### src/rtl/uart_pkg.sv
// -----------------------------------------------------------------------------
// uart_pkg
//   Shared UART definitions used by the transmitter (uart_tx_buf) and the
//   receiver (uart_rcv): transmit FSM state type, default baud divisor and
//   frame length, plus a helper that builds the on-wire frame for one byte.
// -----------------------------------------------------------------------------
package uart_pkg;

   // clk cycles per bit; the receiver counts baud_end = UART_BAUD_DIV-1
   localparam int UART_BAUD_DIV   = 2604;
   // start + 8 data + stop
   localparam int UART_FRAME_BITS = 10;

   typedef enum logic {
      IDLE = 1'b0,
      XMIT = 1'b1
   } tx_state_t;

   // Frame as shifted out LSB first: start bit (0) in bit 0, stop bit (1) on top.
   function automatic logic [UART_FRAME_BITS-1:0] uart_frame(input logic [7:0] data);
      return {1'b1, data, 1'b0};
   endfunction

endpackage

### src/rtl/uart_tx_fifo.sv
// -----------------------------------------------------------------------------
// uart_tx_fifo
//   Small synchronous FIFO queuing bytes for the UART transmitter.
//   Ports:
//     clk   in   system clock
//     rst   in   asynchronous active-high reset (empties the FIFO)
//     push  in   write din (ignored while full)
//     pop   in   advance the read pointer (ignored while empty)
//     din   in   write data
//     dout  out  head of the FIFO, valid whenever empty=0
//     full  out  FIFO holds DEPTH entries
//     empty out  FIFO holds no entries
//   full/empty come from the registered count only, so a pop in the same cycle
//   never admits a push into a full FIFO.
// -----------------------------------------------------------------------------
module uart_tx_fifo #(
   parameter int DEPTH = 4,
   parameter int WIDTH = 8
) (
   input  logic             clk,
   input  logic             rst,
   input  logic             push,
   input  logic             pop,
   input  logic [WIDTH-1:0] din,
   output logic [WIDTH-1:0] dout,
   output logic             full,
   output logic             empty
);

   localparam int AW = $clog2(DEPTH);
   localparam int CW = AW + 1;

   logic [WIDTH-1:0] mem_reg [DEPTH];
   logic [AW-1:0]    wr_ptr_reg;
   logic [AW-1:0]    rd_ptr_reg;
   logic [CW-1:0]    count_reg;
   logic             push_ok;
   logic             pop_ok;

   assign full    = (count_reg == CW'(DEPTH));
   assign empty   = (count_reg == '0);
   assign push_ok = push && !full;
   assign pop_ok  = pop && !empty;

   // Head is read combinationally so the transmitter can load it on the pop edge.
   assign dout = mem_reg[rd_ptr_reg];

   // Storage carries no reset; stale contents are unreachable once count is 0.
   always_ff @(posedge clk) begin
      if (push_ok) begin
         mem_reg[wr_ptr_reg] <= din;
      end
   end

   // Pointers are power-of-two sized and wrap on their own.
   always_ff @(posedge clk or posedge rst) begin
      if (rst) begin
         wr_ptr_reg <= '0;
         rd_ptr_reg <= '0;
         count_reg  <= '0;
      end else begin
         if (push_ok) begin
            wr_ptr_reg <= wr_ptr_reg + 1'b1;
         end
         if (pop_ok) begin
            rd_ptr_reg <= rd_ptr_reg + 1'b1;
         end
         case ({push_ok, pop_ok})
            2'b10:   count_reg <= count_reg + 1'b1;
            2'b01:   count_reg <= count_reg - 1'b1;
            default: count_reg <= count_reg;
         endcase
      end
   end

endmodule

### src/rtl/uart_tx_buf.sv
// -----------------------------------------------------------------------------
// uart_tx_buf
//   Buffered 8N1 UART transmitter. Bytes pushed with trmt are queued in a
//   FIFO_DEPTH-entry FIFO and sent back-to-back with no idle gap between frames.
//   Ports:
//     clk          in   system clock
//     rst          in   asynchronous active-high reset
//     trmt         in   push request, tx_data captured on this cycle
//     tx_data      in   byte to queue
//     clr_tx_done  in   clears the sticky tx_done flag
//     TX           out  serial line, idles high, driven straight from a flop
//     tx_busy      out  a frame is being shifted out
//     tx_done      out  sticky: a frame finished with nothing left queued
//     fifo_full    out  queue is full, further pushes are dropped
// -----------------------------------------------------------------------------
module uart_tx_buf
   import uart_pkg::*;
#(
   parameter int BAUD_DIV   = UART_BAUD_DIV,  // clk cycles per bit, >= 2
   parameter int FIFO_DEPTH = 4               // power of 2, >= 2
) (
   input  logic       clk,
   input  logic       rst,
   input  logic       trmt,
   input  logic [7:0] tx_data,
   input  logic       clr_tx_done,
   output logic       TX,
   output logic       tx_busy,
   output logic       tx_done,
   output logic       fifo_full
);

   localparam int             BW        = $clog2(BAUD_DIV);
   localparam logic [BW-1:0]  BAUD_LAST = BW'(BAUD_DIV - 1);
   localparam logic [3:0]     BIT_LAST  = 4'(UART_FRAME_BITS - 1);

   tx_state_t                     state_reg;
   logic [BW-1:0]                 baud_cnt_reg;
   logic [3:0]                    bit_cnt_reg;
   logic [UART_FRAME_BITS-1:0]    shift_reg;
   logic                          tx_busy_reg;
   logic                          tx_done_reg;

   logic       fifo_empty;
   logic       fifo_pop;
   logic [7:0] fifo_dout;
   logic       push_ok;
   logic       bit_end;
   logic       frame_end;

   assign push_ok   = trmt && !fifo_full;
   assign bit_end   = (state_reg == XMIT) && (baud_cnt_reg == BAUD_LAST);
   // The last cycle of the stop bit is where bit_cnt would step to 10; acting
   // here keeps every frame exactly 10*BAUD_DIV cycles and lets the next start
   // bit follow the stop bit with no gap.
   assign frame_end = bit_end && (bit_cnt_reg == BIT_LAST);
   assign fifo_pop  = !fifo_empty && ((state_reg == IDLE) || frame_end);

   uart_tx_fifo #(
      .DEPTH (FIFO_DEPTH),
      .WIDTH (8)
   ) u_fifo (
      .clk   (clk),
      .rst   (rst),
      .push  (trmt),
      .pop   (fifo_pop),
      .din   (tx_data),
      .dout  (fifo_dout),
      .full  (fifo_full),
      .empty (fifo_empty)
   );

   always_ff @(posedge clk or posedge rst) begin
      if (rst) begin
         state_reg    <= IDLE;
         baud_cnt_reg <= '0;
         bit_cnt_reg  <= '0;
         shift_reg    <= '1;   // all ones keeps TX high
         tx_busy_reg  <= 1'b0;
         tx_done_reg  <= 1'b0;
      end else begin
         case (state_reg)
            IDLE: begin
               if (!fifo_empty) begin
                  shift_reg    <= uart_frame(fifo_dout);
                  baud_cnt_reg <= '0;
                  bit_cnt_reg  <= '0;
                  tx_busy_reg  <= 1'b1;
                  state_reg    <= XMIT;
               end
            end
            XMIT: begin
               if (frame_end) begin
                  baud_cnt_reg <= '0;
                  bit_cnt_reg  <= '0;
                  if (!fifo_empty) begin
                     shift_reg <= uart_frame(fifo_dout);
                  end else begin
                     shift_reg   <= '1;
                     tx_busy_reg <= 1'b0;
                     state_reg   <= IDLE;
                  end
               end else if (bit_end) begin
                  shift_reg    <= {1'b1, shift_reg[UART_FRAME_BITS-1:1]};
                  baud_cnt_reg <= '0;
                  bit_cnt_reg  <= bit_cnt_reg + 1'b1;
               end else begin
                  baud_cnt_reg <= baud_cnt_reg + 1'b1;
               end
            end
            default: state_reg <= IDLE;
         endcase

         // Clearing beats setting when both land on the same edge.
         if (clr_tx_done || push_ok) begin
            tx_done_reg <= 1'b0;
         end else if (frame_end && fifo_empty) begin
            tx_done_reg <= 1'b1;
         end
      end
   end

   assign TX      = shift_reg[0];
   assign tx_busy = tx_busy_reg;
   assign tx_done = tx_done_reg;

endmodule

### config.mk
export PLATFORM = sky130hd
export DESIGN_NAME = uart_tx_buf
export DESIGN_NICKNAME = d
export VERILOG_FILES = /design/src/rtl/uart_pkg.sv /design/src/rtl/uart_tx_fifo.sv /design/src/rtl/uart_tx_buf.sv
export SDC_FILE = /design/constraint.sdc
export NUM_CORES = 1
export LEC_CHECK = 0
export ABC_AREA = 1
export ABC_CLOCK_PERIOD_IN_PS = 7040
export BUFFER_PORTS_ARGS = -buffer_cell sky130_fd_sc_hd__buf_2
export CAP_MARGIN = 20
export CORE_ASPECT_RATIO = 1.1
export CORE_MARGIN = 2
export CORE_UTILIZATION = 55
export CTS_CLUSTER_SIZE = 20
export DETAILED_ROUTE_END_ITERATION = 12
export PLACE_DENSITY = 0.77
export SLEW_MARGIN = 20
export SYNTH_ARGS = -nofsm -noshare
export SYNTH_HDL_FRONTEND = slang
export SYNTH_SLANG_ARGS = --single-unit
### constraint.sdc
create_clock -name clk -period 7.04 [get_ports clk]
set_input_delay 2.112 -clock clk [delete_from_list [all_inputs] [get_ports clk]]
set_output_delay 2.112 -clock clk [all_outputs]
set_load 0.02 [all_outputs]
### Word-level counts from Yosys, hierarchy flattened

Memory sizes are Yosys's and may differ from the RTL's.
Cells that the tools add are included.
Widths: inputs -> output; s select.

| operators by class | value |
|---|---|
| add/sub/neg operators | 6 |
| equal/unequal tests | 9 |
| muxes and demuxes | 25 |
| bitwise gates (word level) | 1 |
| reductions and logical operators | 15 |

Operators by type and width:

| kind | number |
|---|---|
| $mux 12 | 3 |
| $mux 10 | 3 |
| $pmux 12 s2 | 1 |
| $pmux 10 s2 | 1 |
| $add 12x1->12 const B | 1 |
| $eq 12x12->1 const B | 1 |
| $mux 4 | 3 |
| $mux 1 | 9 |
| $mux 9 | 1 |
| $pmux 4 s2 | 1 |
| $logic_and 1x1->1 | 6 |
| $pmux 3 s2 | 1 |
| $add 2x1->2 const B | 2 |
| $add 4x1->4 const B | 1 |
| $eq 4x4->1 const B | 1 |
| $ne 2x1->1 const B | 2 |
| $pmux 1 s2 | 2 |
| $reduce_bool 2->1 | 2 |
| $add 3x1->3 const B | 1 |
| $eq 3x3->1 const B | 1 |
| $logic_not 3->1 | 1 |
| $ne 3x1->1 const B | 1 |
| $reduce_and 3->1 | 1 |
| $sub 3x1->3 const B | 1 |
| 7 further kinds | 9 |

| storage, ports and cells | value |
|---|---|
| bits in registers | 36 |
| memory bits (writable) | 32 |
| bits of input ports | 12 |
| output and inout port bits | 4 |
| logic and storage cells | 66 |
| memories kept | 1 |

Memories:

| name | words | bits a word | rd ports | clocked after memory_dff | wr ports | line | source |
|---|---|---|---|---|---|---|---|
| u_fifo.mem_reg | 4 | 8 | 1 | 0 | 1 | uart_tx_fifo.sv:33 | `logic [WIDTH-1:0] mem_reg [DEPTH];` |

### Longest topological paths before layout

Gate-level depths: netlist of the first run.

| depth | value |
|---|---|
| depth after elaboration | 8 |
| gate-level depth with buffers | 14 |
| gate-level depth less buffers | 14 |

### Cells and area by module

A second synthesis of the first run with hierarchy kept.

| unflattened totals | value |
|---|---|
| cell total of the unflattened synthesis | 368 |
| area total of the unflattened synthesis | 3484.6 sq um |

By module, submodules not included:

| module | times used | cells each | area an instance (sq um) | sequential area each (sq um) |
|---|---|---|---|---|
| uart_tx_fifo | 1 | 155 | 1755.4 | 1136.1 |
| uart_tx_buf | 1 | 213 | 1729.2 | 711.9 |

### Least setup slack after synthesis of the first run

No wires, ideal clock.

| path | value |
|---|---|
| kind | input port to flip-flop |
| start | input port trmt |
| end | register u_fifo.count_reg[2] |
| setup time | 0.131 ns |
| arrival time | 3.243 ns |
| required time | 6.909 ns |
| slack | 3.666 ns |
| stages on the path | 7 |
| path buffers | 0 |
| cell sequence | nand2_1 ha_1 inv_1 fa_1 a21oi_1 o21ai_0 xor2_1 |

| between the ends | value |
|---|---|
| cells in the longest elaborated chain, start to end | 3 |
| elaborated cells on any way between the ends | 5 |
| those cells by class | eq/ne: 2; mux: 1; reduce/logical: 2 |

RTL lines:

| element | line | source |
|---|---|---|
| start, declared | uart_tx_buf.sv:24 | `input logic trmt,` |
| $logic_and 1x1->1 * | uart_tx_fifo.sv:42 | `assign push_ok = push && !full;` |
| $eq 2x1->1 / $eq 2x2->1 (equally long branches) | uart_tx_fifo.sv:68 | `case ({push_ok, pop_ok})` |
| $pmux 3 s2 / $reduce_bool 2->1 (equally long branches) | - |  |
| end signal, assigned | uart_tx_fifo.sv:69 | `2'b10: count_reg <= count_reg + 1'b1;` |
| end signal, assigned | uart_tx_fifo.sv:70 | `2'b01: count_reg <= count_reg - 1'b1;` |
| end signal, assigned | uart_tx_fifo.sv:71 | `default: count_reg <= count_reg;` |
| end, declared | uart_tx_fifo.sv:36 | `logic [CW-1:0] count_reg;` |

Every way passes the cells marked *; elsewhere a longest branch is shown, timed or not.
A chain may end at the register's enable or synchronous reset.

### Worst setup path after layout of the first run

| path | value |
|---|---|
| start | register u_fifo.count_reg[0] |
| end | output port fifo_full |

| between the ends | value |
|---|---|
| cells in the longest elaborated chain, start to end | 1 |

RTL lines:

| element | line | source |
|---|---|---|
| $eq 3x3->1 | uart_tx_fifo.sv:40 | `assign full = (count_reg == CW'(DEPTH));` |
| end, declared | uart_tx_buf.sv:30 | `output logic fifo_full` |

No other way between the ends.

==> flow_summary_export.csv, run 1 <==
group,metric,value,unit
critical_path,cp_max_fo,3,
run_status,status,"complete, no violations",
clock_tree,cts-root-buf,"clkbuf_8",
critical_path,critical_path_class,"flop to output port",
critical_path,regToRegStartpoint,"baud_cnt_reg[0]$_DFFE_PP0P_",
final_layout,antenna_cells,0,
final_layout,fin_area,0.003625,mm²
final_layout,layout.nets,383,
drt,detail-route-antenna-nets,0,
global_route,met1_usage,22.37,%
floorplan,start_util,56.96,%
synth,yosysWarnings,0,
placement,place_ws,3382,ps
clock_tree,clkSinkCount,67,
synth,yosysSeqAreaShare,55.88,%
synth,synth_edf_count,32,
global_route,grt_pass1_vias,2241,
final_layout,drive_gt1_share,16.08,%
drt,drtPass1Iterations,4,
worst_hold_path,hold_path_end,"shift_reg[7]$_DFFE_PP1P_",
critical_path,r2r_cells,13,
worst_hold_path,hold_start,"shift_reg[7]$_DFFE_PP1P_",
drt,routed_wire_length_per_instance,13.07,µm
global_route,grt_pass1_wl,9901,µm
floorplan,die_area,0.006649,mm²
critical_path,arrival,1190,ps
power,max-vdd-ir-drop,163.3,µV
drt,vias,2312,
drt,totalWireLength,5804,µm
global_route,grt_max_degree,36,
clock_tree,cts_hold_buffers,0,
timing,fin_setup_tns,0,ps
clock_tree,cts_buffer_depth,2,
clock_tree,htree_levels,3,
final_layout,multi_input_area,0.001227,mm²
timing,rsz0062_at_grt,"no",
worst_hold_path,holdPathStages,2,
timing,fin_crit_sh,46.97,%
final_layout,seq_area,0.001848,mm²
final_layout,post-route-util,62.44,%
synth,synth.distinct_cells,40,
placement,dpl.hpwl,4058,µm
clock_tree,cts_made_buffers,9,
floorplan,num_rows,29,
timing,drv_slew,0,
worst_hold_path,hold_class,"flop to flop",
synth,syn-instance-count,343,
timing,period_needed,3307,ps
critical_path,r2r_setup_slack,4300,ps
clock_tree,clk_pin_slew_worst_paths,70,ps
floorplan,core-area,0.005806,mm²
global_route,grt_util_met2,31.66,%
global_route,gr-usage-met3,6.064,%
clock_tree,cts_tree,"yes",
drt,drtIter0Drc,131,
clock_tree,cts_resized,0,
timing,skew,7.204,ps
synth,synth_nets,364,
global_route,grt_antenna_before_repair,0,
timing,relSlewSlack,50.81,%
power,power_leakage,1.601,nW
synth,synth_flop_cell,"edfxtp_1",
critical_path,required,4930,ps
synth,syn_area,0.003307,mm²
floorplan,die_h,85.33,µm
global_route,grt_usage,19.34,%
synth,syn_avg_cell_area,9.641,µm²
final_layout,synthToLayoutAreaGrowth,9.610,%
synth,async_flop_share,52.24,%
global_route,grt_overflow,0,
clock_tree,post-cts-setup-buffers,0,
timing,timing.final.ws_setup,3733,ps
placement,placed_cell_area,0.003431,mm²
synth,ys_ff_latch,67,
run,drv_cap,0,
placement,gp_congestion,0.8791,
critical_path,timing.rr.end,"u_fifo.count_reg[2]$_DFFE_PP0P_",
clock_tree,clock_latency,340,ps
drt,viasPerCell,5.207,
final_layout,nFillCells,482,
final_layout,largest_register_ffs,32,
floorplan,dieWidth,77.93,µm
timing,setup_viol,0,
floorplan,num_io_pins,16,
global_route,grt-busiest-layer,"met2",
drt,drc,0,
timing,hold_violations,0,
critical_path,cp-start-kind,"flop",
placement,portBuffers,15,
timing,fmax,0.3024,GHz
power,power.density,251.8,mW/mm²
critical_path,cp-end-kind,"output port",
timing,tightest_slew,737.9,ps
## cell families (layout without fill, tap and decap cells)
kind of cell / after synthesis / after routing / synth area share, %
fa+ha+maj: 9 / 9 / 3.632
flops: 67 / 67 / 55.88
compound gates: 44 / 44 / 8.929
simple gates: 156 / 156 / 21.34
mux: 1 / 1 / 0.3027
buf+inv: 55 / 79 / 7.000
xor+xnor: 11 / 11 / 2.914
## cells in the final DEF (no fill, tap or decap), types with 9 or more instances in the layout
cell type / count
edfxtp_1: 32
buf_2: 15
inv_1: 45
nand2_1: 96
clkbuf_8: 9
nand3_1: 18
dfstp_2: 9
nor2_1: 22
xor2_1: 9
a21oi_1: 17
dfrtp_1: 26
## per-layer routing
layer | wire, µm | vias up | part of all wire [%]
met5 | 0 | - | 0
met4 | 135 | 0 | 2.3
met3 | 227 | 16 | 3.9
met2 | 2896 | 53 | 50
met1 | 2545 | 1083 | 44
li1 | - | 1160 | -
## worst max-delay path by stage
stage,from,endpoint
2_1_floorplan,trmt,u_fifo.count_reg[2]$_DFFE_PP0P_
5_1_grt,trmt,u_fifo.count_reg[2]$_DFFE_PP0P_
4_1_cts,u_fifo.count_reg[0]$_DFFE_PP0P_,fifo_full
3_5_place_dp,trmt,u_fifo.count_reg[2]$_DFFE_PP0P_
6_report,u_fifo.count_reg[0]$_DFFE_PP0P_,fifo_full
3_3_place_gp,trmt,u_fifo.count_reg[2]$_DFFE_PP0P_
## critical path, stage by stage, from the launching register on
cell     delay [ps]
dfrtp_1         410
nor2_1          140
nand2_1         100
inv_1            60
buf_2           150
## metrics by stage
stage / power, mW / instances / hold slack (ps)
2_1_floorplan: 0.5766 / 343 / 446.8
3_3_place_gp: 0.6047 / 428 / 455.2
3_5_place_dp: 0.6129 / 428 / 459.4
4_1_cts: 0.9223 / 444 / 471.3
5_1_grt: 0.9606 / 444 / 487.5
6_report: 0.9127 / 444 / 470.3
## report_power, final
group | switching [mW] | total (mW) | internal, mW
logic | 0.0786 | 0.116 | 0.0379
registers | 0.0203 | 0.487 | 0.467
clock network | 0.146 | 0.309 | 0.163
total | 0.244 | 0.913 | 0.668
## synthesized netlist by cell type (all sizes together), types with 2 or more instances
cell type / n / area [µm²]
nor3: 3 / 15.01
o21ai: 11 / 62.56
nand2: 103 / 424.2
a21oi: 18 / 93.84
edfxtp: 32 / 960.9
xor2: 9 / 78.83
buf: 6 / 47.55
dfrtp: 26 / 650.6
xnor2: 2 / 17.52
clkbuf: 2 / 7.510
nor2: 25 / 106.4
ha: 8 / 100.1
nand3: 19 / 100.1
dfstp: 9 / 236.5
o22ai: 5 / 43.79
nand4: 4 / 46.29
inv: 46 / 172.7
a32o: 7 / 70.07
## cell type report
type / count / share of cell area [%]
Inverter: 47 / 4.867
Multi-Input combinational cell: 221 / 33.86
Clock buffer: 10 / 3.521
Clock inverter: 6 / 1.829
Tap cell: 77 / 2.658
Sequential cell: 67 / 50.98
Timing Repair Buffer: 16 / 2.278
(Power assumes the default switching activity.)
==> run 2, diff against run 1 <==
--- a/config.mk
+++ b/config.mk
@@ -6,7 +6,7 @@
 export NUM_CORES = 1
 export LEC_CHECK = 0
 export ABC_AREA = 1
-export ABC_CLOCK_PERIOD_IN_PS = 7040
+export ABC_CLOCK_PERIOD_IN_PS = 2800
 export BUFFER_PORTS_ARGS = -buffer_cell sky130_fd_sc_hd__buf_2
 export CAP_MARGIN = 20
 export CORE_ASPECT_RATIO = 1.1
@@ -14,7 +14,7 @@
 export CORE_UTILIZATION = 55
 export CTS_CLUSTER_SIZE = 20
 export DETAILED_ROUTE_END_ITERATION = 12
-export PLACE_DENSITY = 0.77
+export PLACE_DENSITY = 0.79
 export SLEW_MARGIN = 20
 export SYNTH_ARGS = -nofsm -noshare
 export SYNTH_HDL_FRONTEND = slang
==> constraint.sdc (replaced) <==
create_clock -name clk -period 2.8 [get_ports clk]
set_input_delay 0.84 -clock clk [delete_from_list [all_inputs] [get_ports clk]]
set_output_delay 0.84 -clock clk [all_outputs]
set_load 0.02 [all_outputs]
==> run 2 against run 1 <==
Effect of this change: utilization grew 1.1 points; count of clock-buffer cells in the layout shrank 1; critical path depth grew 9; clock skew grew 1.2 ps; final cell count grew 1.4%; largest cell class unchanged; total power grew to 2.6 times the previous value; flip-flop and latch count is the same.
==> flow_summary_export.csv, run 2 (same netlist as run 1, synthesis figures left out) <==
group,metric,value,unit
floorplan,start_util,56.96,%
timing,period_needed,2591,ps
timing,skew,8.448,ps
timing,setup_viol,0,
power,seqPwrFrac,51.6,%
clock_tree,cts_buffer_depth,2,
floorplan,num_rows,29,
final_layout,final_common_cell,"nand2_1",
critical_path,crit_slowest_cell,"dfrtp_1",
final_layout,drive_gt1_share,18.23,%
power,max-vdd-ir-drop,689.4,µV
global_route,grt_overflow,0,
timing,fmax,0.3860,GHz
critical_path,r2r_cells,13,
critical_path,critical_path_class,"flop to flop",
drt,drc,0,
global_route,grt_antenna_before_repair,0,
power,p_sw,0.6623,mW
global_route,grt_pass1_wl,10430,µm
clock_tree,cts_made_buffers,9,
power,power.density,641.2,mW/mm²
global_route,met1_usage,22.50,%
clock_tree,cts_hold_buffers,0,
placement,portBuffers,15,
worst_hold_path,hold_start,"shift_reg[2]$_DFFE_PP1P_",
timing,rsz0062_at_grt,"no",
worst_hold_path,hold_class,"flop to flop",
run,drv_cap,0,
critical_path,cp_max_fo,9,
critical_path,arrival,2810,ps
timing,relSlewSlack,59.83,%
clock_tree,htree_levels,3,
placement,gp_congestion,0.9243,
critical_path,crit_chain,"ha_4, nand3_1, nor2_2, nand4_4, nand2_4, nand2_4, inv_1, ha_1, inv_1, fa_1, a21oi_1, o21ai_0, xor2_1",
floorplan,die_h,85.33,µm
clock_tree,clock_latency,350,ps
final_layout,fin_cells,450,
critical_path,worst_path_largest_cell_delay,480,ps
final_layout,nFillCells,485,
critical_path,r2r_setup_slack,210,ps
clock_tree,cts_tree,"yes",
power,sw_frac_of_total,27.98,%
placement,placed_cells_incl_taps,434,
critical_path,crit_path_end,"u_fifo.count_reg[2]$_DFFE_PP0P_",
clock_tree,post-cts-setup-buffers,0,
power,power,2.367,mW
timing,tightest_slew,602.5,ps
power,clockPowerShare,34.4,%
placement,dpl.hpwl,4101,µm
final_layout,largest_register_ffs,32,
critical_path,regToRegStartpoint,"baud_cnt_reg[0]$_DFFE_PP0P_",
power,comb_power_share,14.0,%
clock_tree,cts_resized,0,
global_route,grt-busiest-layer,"met2",
timing,hold_violations,0,
power,power_leakage,1.635,nW
power,intPower,1.704,mW
timing,drv_slew,0,
drt,detail-route-antenna-nets,0,
drt,drtIter0Drc,136,
final_layout,layout_common_cells,"nand2_1 (96), inv_1 (45), edfxtp_1 (32)",
final_layout,synthToLayoutAreaGrowth,11.62,%
critical_path,cp-end-kind,"flop",
clock_tree,cts-root-buf,"clkbuf_8",
run_status,status,"complete, no violations",
drt,viasPerCell,5.176,
critical_path,cp-start-kind,"flop",
critical_path,cp-startpoint,"baud_cnt_reg[0]$_DFFE_PP0P_",
floorplan,die_area,0.006649,mm²
floorplan,dieWidth,77.93,µm
critical_path,required,3020,ps
final_layout,layout.nets,389,
timing,fin_crit_sh,92.52,%
global_route,gr-usage-met3,4.787,%
drt,vias,2329,
drt,routed_wire_length_per_instance,13.59,µm
clock_tree,clkSinkCount,67,
drt,drtPass1Iterations,4,
clock_tree,clk_pin_slew_worst_paths,80,ps
global_route,grt_usage,20.28,%
worst_hold_path,holdPathStages,2,
floorplan,num_io_pins,16,
global_route,grt_max_degree,36,
floorplan,core-area,0.005806,mm²
final_layout,post-route-util,63.58,%
drt,totalWireLength,6115,µm
global_route,grt_pass1_vias,2409,
timing,fin_setup_tns,0,ps
final_layout,antenna_cells,0,
global_route,grt_util_met2,36.91,%
critical_path,timing.rr.end,"u_fifo.count_reg[2]$_DFFE_PP0P_",
## run 2: metrics by stage
stage          hold slack [ps]  cell area [µm²]  setup slack [ps]
5_1_grt                  488.3             3691             23.45
4_1_cts                  470.2             3676             132.9
3_5_place_dp             457.2             3476             146.0
2_1_floorplan            446.8             3307             431.3
6_report                 471.0             3691             209.4
3_3_place_gp             456.9             3476             295.9
## run 2: worst max-delay path: cells and delay by family (launching register included)
kind            cells  cell delay (ps)
buf+inv             2              140
fa+ha+maj           3              730
simple gates        5              650
flops               1              480
xor+xnor            1              160
compound gates      2              310
## run 2: layer usage
layer	wire (µm)	vias to the layer above	part of all wire (%)
li1	-	1172	-
met1	2585	1089	42
met2	3154	53	52
met3	214	15	3.5
met4	161	0	2.6
met5	0	-	0
## run 2: worst min path at each step
| stage | endpoint | slack (ps) |
|---|---|---|
| finish | shift_reg[2]$_DFFE_PP1P_ | 470 |
| global route | shift_reg[5]$_DFFE_PP1P_ | 490 |
| CTS | shift_reg[6]$_DFFE_PP1P_ | 470 |
| detailed placement | shift_reg[6]$_DFFE_PP1P_ | 460 |
| global placement | shift_reg[3]$_DFFE_PP1P_ | 460 |
| floorplan | shift_reg[1]$_DFFE_PP1P_ | 450 |
## run 2: cell type report
class                   instances  area (µm²)  share of cell area [%]
inverters                      47       176.4                   4.780
multi-input cells             221        1242                   33.66
repair buffers                 22       127.6                   3.458
flip-flops and latches         67        1848                   50.07
clock buffers                   9       123.9                   3.356
clock inverters                 7       76.32                   2.068
well taps                      77       96.34                   2.610
## run 2: power groups by stage
stage | clock (mW) | sequential, mW | combinational [mW]
after floorplan | 0 | 1.23 | 0.223
after global placement | 0 | 1.23 | 0.319
after detailed placement | 0 | 1.24 | 0.335
after CTS | 0.830 | 1.22 | 0.337
after global routing | 0.864 | 1.24 | 0.379
final | 0.815 | 1.22 | 0.331
==> run 3, diff against run 2 <==
--- a/config.mk
+++ b/config.mk
@@ -15,6 +15,7 @@
 export CTS_CLUSTER_SIZE = 20
 export DETAILED_ROUTE_END_ITERATION = 12
 export PLACE_DENSITY = 0.79
+export RECOVER_POWER = 50
 export SLEW_MARGIN = 20
 export SYNTH_ARGS = -nofsm -noshare
 export SYNTH_HDL_FRONTEND = slang
==> run 3 against run 2 <==
Effect of this change: the run now ends with max-capacitance violations, max-slew violations left; sequential power hardly changed; count of clock-buffer cells in the layout stayed put; critical path depth stayed put; first-iteration DRC count stayed put; non-clock buffer count stayed put; highest routed layer unchanged.
==> flow_summary_export.csv, run 3 (same netlist as run 1, synthesis figures left out) <==
group,metric,value,unit
run_status,status,"finished, violations left",
run_status,violations,"max-capacitance violations, max-slew violations",
final_layout,synthToLayoutAreaGrowth,11.20,%
final_layout,antenna_cells,0,
drt,viasPerCell,5.162,
power,power_leakage,1.609,nW
drt,drtIter0Drc,136,
global_route,gr-usage-met3,4.787,%
drt,drc,0,
timing,fin_crit_sh,92.56,%
floorplan,start_util,56.96,%
placement,portBuffers,15,
placement,gp_congestion,0.9243,
timing,setup_viol,0,
drt,detail-route-antenna-nets,0,
global_route,met1_usage,22.50,%
clock_tree,cts_buffer_depth,2,
floorplan,dieWidth,77.93,µm
global_route,grt_pass1_wl,10430,µm
final_layout,post-route-util,63.34,%
timing,skew,8.802,ps
final_layout,multi_input_area,0.001242,mm²
floorplan,die_h,85.33,µm
timing,tightest_slew,1862,ps
critical_path,critical_path_class,"flop to flop",
final_layout,largest_register_ffs,32,
global_route,grt_antenna_before_repair,0,
placement,placed_cell_area,0.003476,mm²
floorplan,num_io_pins,16,
clock_tree,htree_levels,3,
power,power.density,642.7,mW/mm²
global_route,grt_usage,20.28,%
timing,rsz0062_at_grt,"no",
global_route,grt-busiest-layer,"met2",
clock_tree,clkSinkCount,67,
timing,drv_slew,36,
final_layout,drive_gt1_share,15.82,%
final_layout,layout.nets,389,
critical_path,required,3020,ps
critical_path,r2r_setup_slack,210,ps
final_layout,final_common_cell,"nand2_1",
drt,totalWireLength,6122,µm
worst_hold_path,hold_class,"flop to flop",
final_layout,nFillCells,490,
floorplan,num_rows,29,
drt,routed_wire_length_per_instance,13.60,µm
final_layout,fin_area,0.003677,mm²
critical_path,cp_max_fo,9,
critical_path,worst_path_largest_cell_delay,480,ps
final_layout,layout_common_cells,"nand2_1 (96), inv_1 (45), edfxtp_1 (32)",
critical_path,crit_chain,"ha_4, nand3_1, nor2_2, nand4_4, nand2_4, nand2_4, inv_1, ha_1, inv_1, fa_1, a21oi_1, o21ai_0, xor2_1",
critical_path,crit_slowest_cell,"dfrtp_1",
global_route,grt_pass1_vias,2409,
global_route,grt_overflow,0,
clock_tree,cts_made_buffers,9,
global_route,grt_util_met2,36.91,%
critical_path,arrival,2810,ps
timing,period_needed,2592,ps
drt,drtPass1Iterations,4,
floorplan,core-area,0.005806,mm²
clock_tree,cts_tree,"yes",
clock_tree,post-cts-setup-buffers,0,
drt,vias,2323,
global_route,grt_max_degree,36,
timing,relSlewSlack,-24.15,%
timing,hold_violations,0,
placement,dpl.hpwl,4101,µm
final_layout,seq_area,0.001848,mm²
timing,fmax,0.3858,GHz
clock_tree,clk_pin_slew_worst_paths,80,ps
clock_tree,clock_latency,350,ps
power,max-vdd-ir-drop,689.6,µV
clock_tree,cts_hold_buffers,0,
clock_tree,cts-root-buf,"clkbuf_8",
floorplan,die_area,0.006649,mm²
timing,fin_setup_tns,0,ps
critical_path,cp-start-kind,"flop",
critical_path,cp-end-kind,"flop",
run,drv_cap,1,
-- run 3: final timing paths --
check                           cells past startpoint                         from                                to
worst max-delay path                               13  baud_cnt_reg[0]$_DFFE_PP0P_   u_fifo.count_reg[2]$_DFFE_PP0P_
worst min-delay path                                2     shift_reg[2]$_DFFE_PP1P_          shift_reg[2]$_DFFE_PP1P_
worst max register to register                     13  baud_cnt_reg[0]$_DFFE_PP0P_   u_fifo.count_reg[2]$_DFFE_PP0P_
worst min register to register                      2     shift_reg[2]$_DFFE_PP1P_          shift_reg[2]$_DFFE_PP1P_
max in group asynchronous                           3                          rst      baud_cnt_reg[10]$_DFFE_PP0P_
min in group asynchronous                           3                          rst  u_fifo.wr_ptr_reg[0]$_DFFE_PP0P_
-- run 3: critical path, delay by kind of cell, from the launching register on --
family,cells,cell delay [ps]
adders and majority gates,3,730
AOI/OAI and AO/OA,2,310
buffers and inverters,2,140
and+or+nand+nor,5,650
xor gates and xnor gates,1,160
DFF,1,480
-- run 3: metrics by stage --
| step | total power, mW | worst slack, ps | hold slack (ps) | std cells |
|---|---|---|---|---|
| after floorplan | 1.450 | 431.3 | 446.8 | 343 |
| after global placement | 1.552 | 295.9 | 456.9 | 434 |
| after detailed placement | 1.574 | 146.0 | 457.2 | 434 |
| after CTS | 2.388 | 132.9 | 470.2 | 450 |
| after global routing | 2.476 | 23.45 | 488.3 | 450 |
| final | 2.364 | 208.3 | 471.0 | 450 |
-- run 3: layout make-up --
class | instances | area share [%]
sequential | 67 | 50.26
timing repair buffer | 22 | 3.096
clock inverter | 7 | 2.076
clock buffer | 9 | 3.368
multi-input combinational | 221 | 33.79
inverter | 47 | 4.798
tap | 77 | 2.620
-- run 3: where the power goes --
group          internal [mW]  total [mW]  switching [mW]
Combinational          0.114       0.328           0.214
Clock                  0.417       0.814           0.397
Sequential              1.17        1.22          0.0503
Total                   1.70        2.36           0.661
-- run 3: repair_timing --
action	in CTS	in global routing
setup endpoints to repair	0	1
hold endpoints to repair	0	0
resized for setup	0	3
-- run 3: layer usage --
layer	vias to the layer above	part of all wire (%)
met4	0	2.6
met1	1083	42
met2	53	51
li1	1172	-
met3	15	3.5
met5	-	0
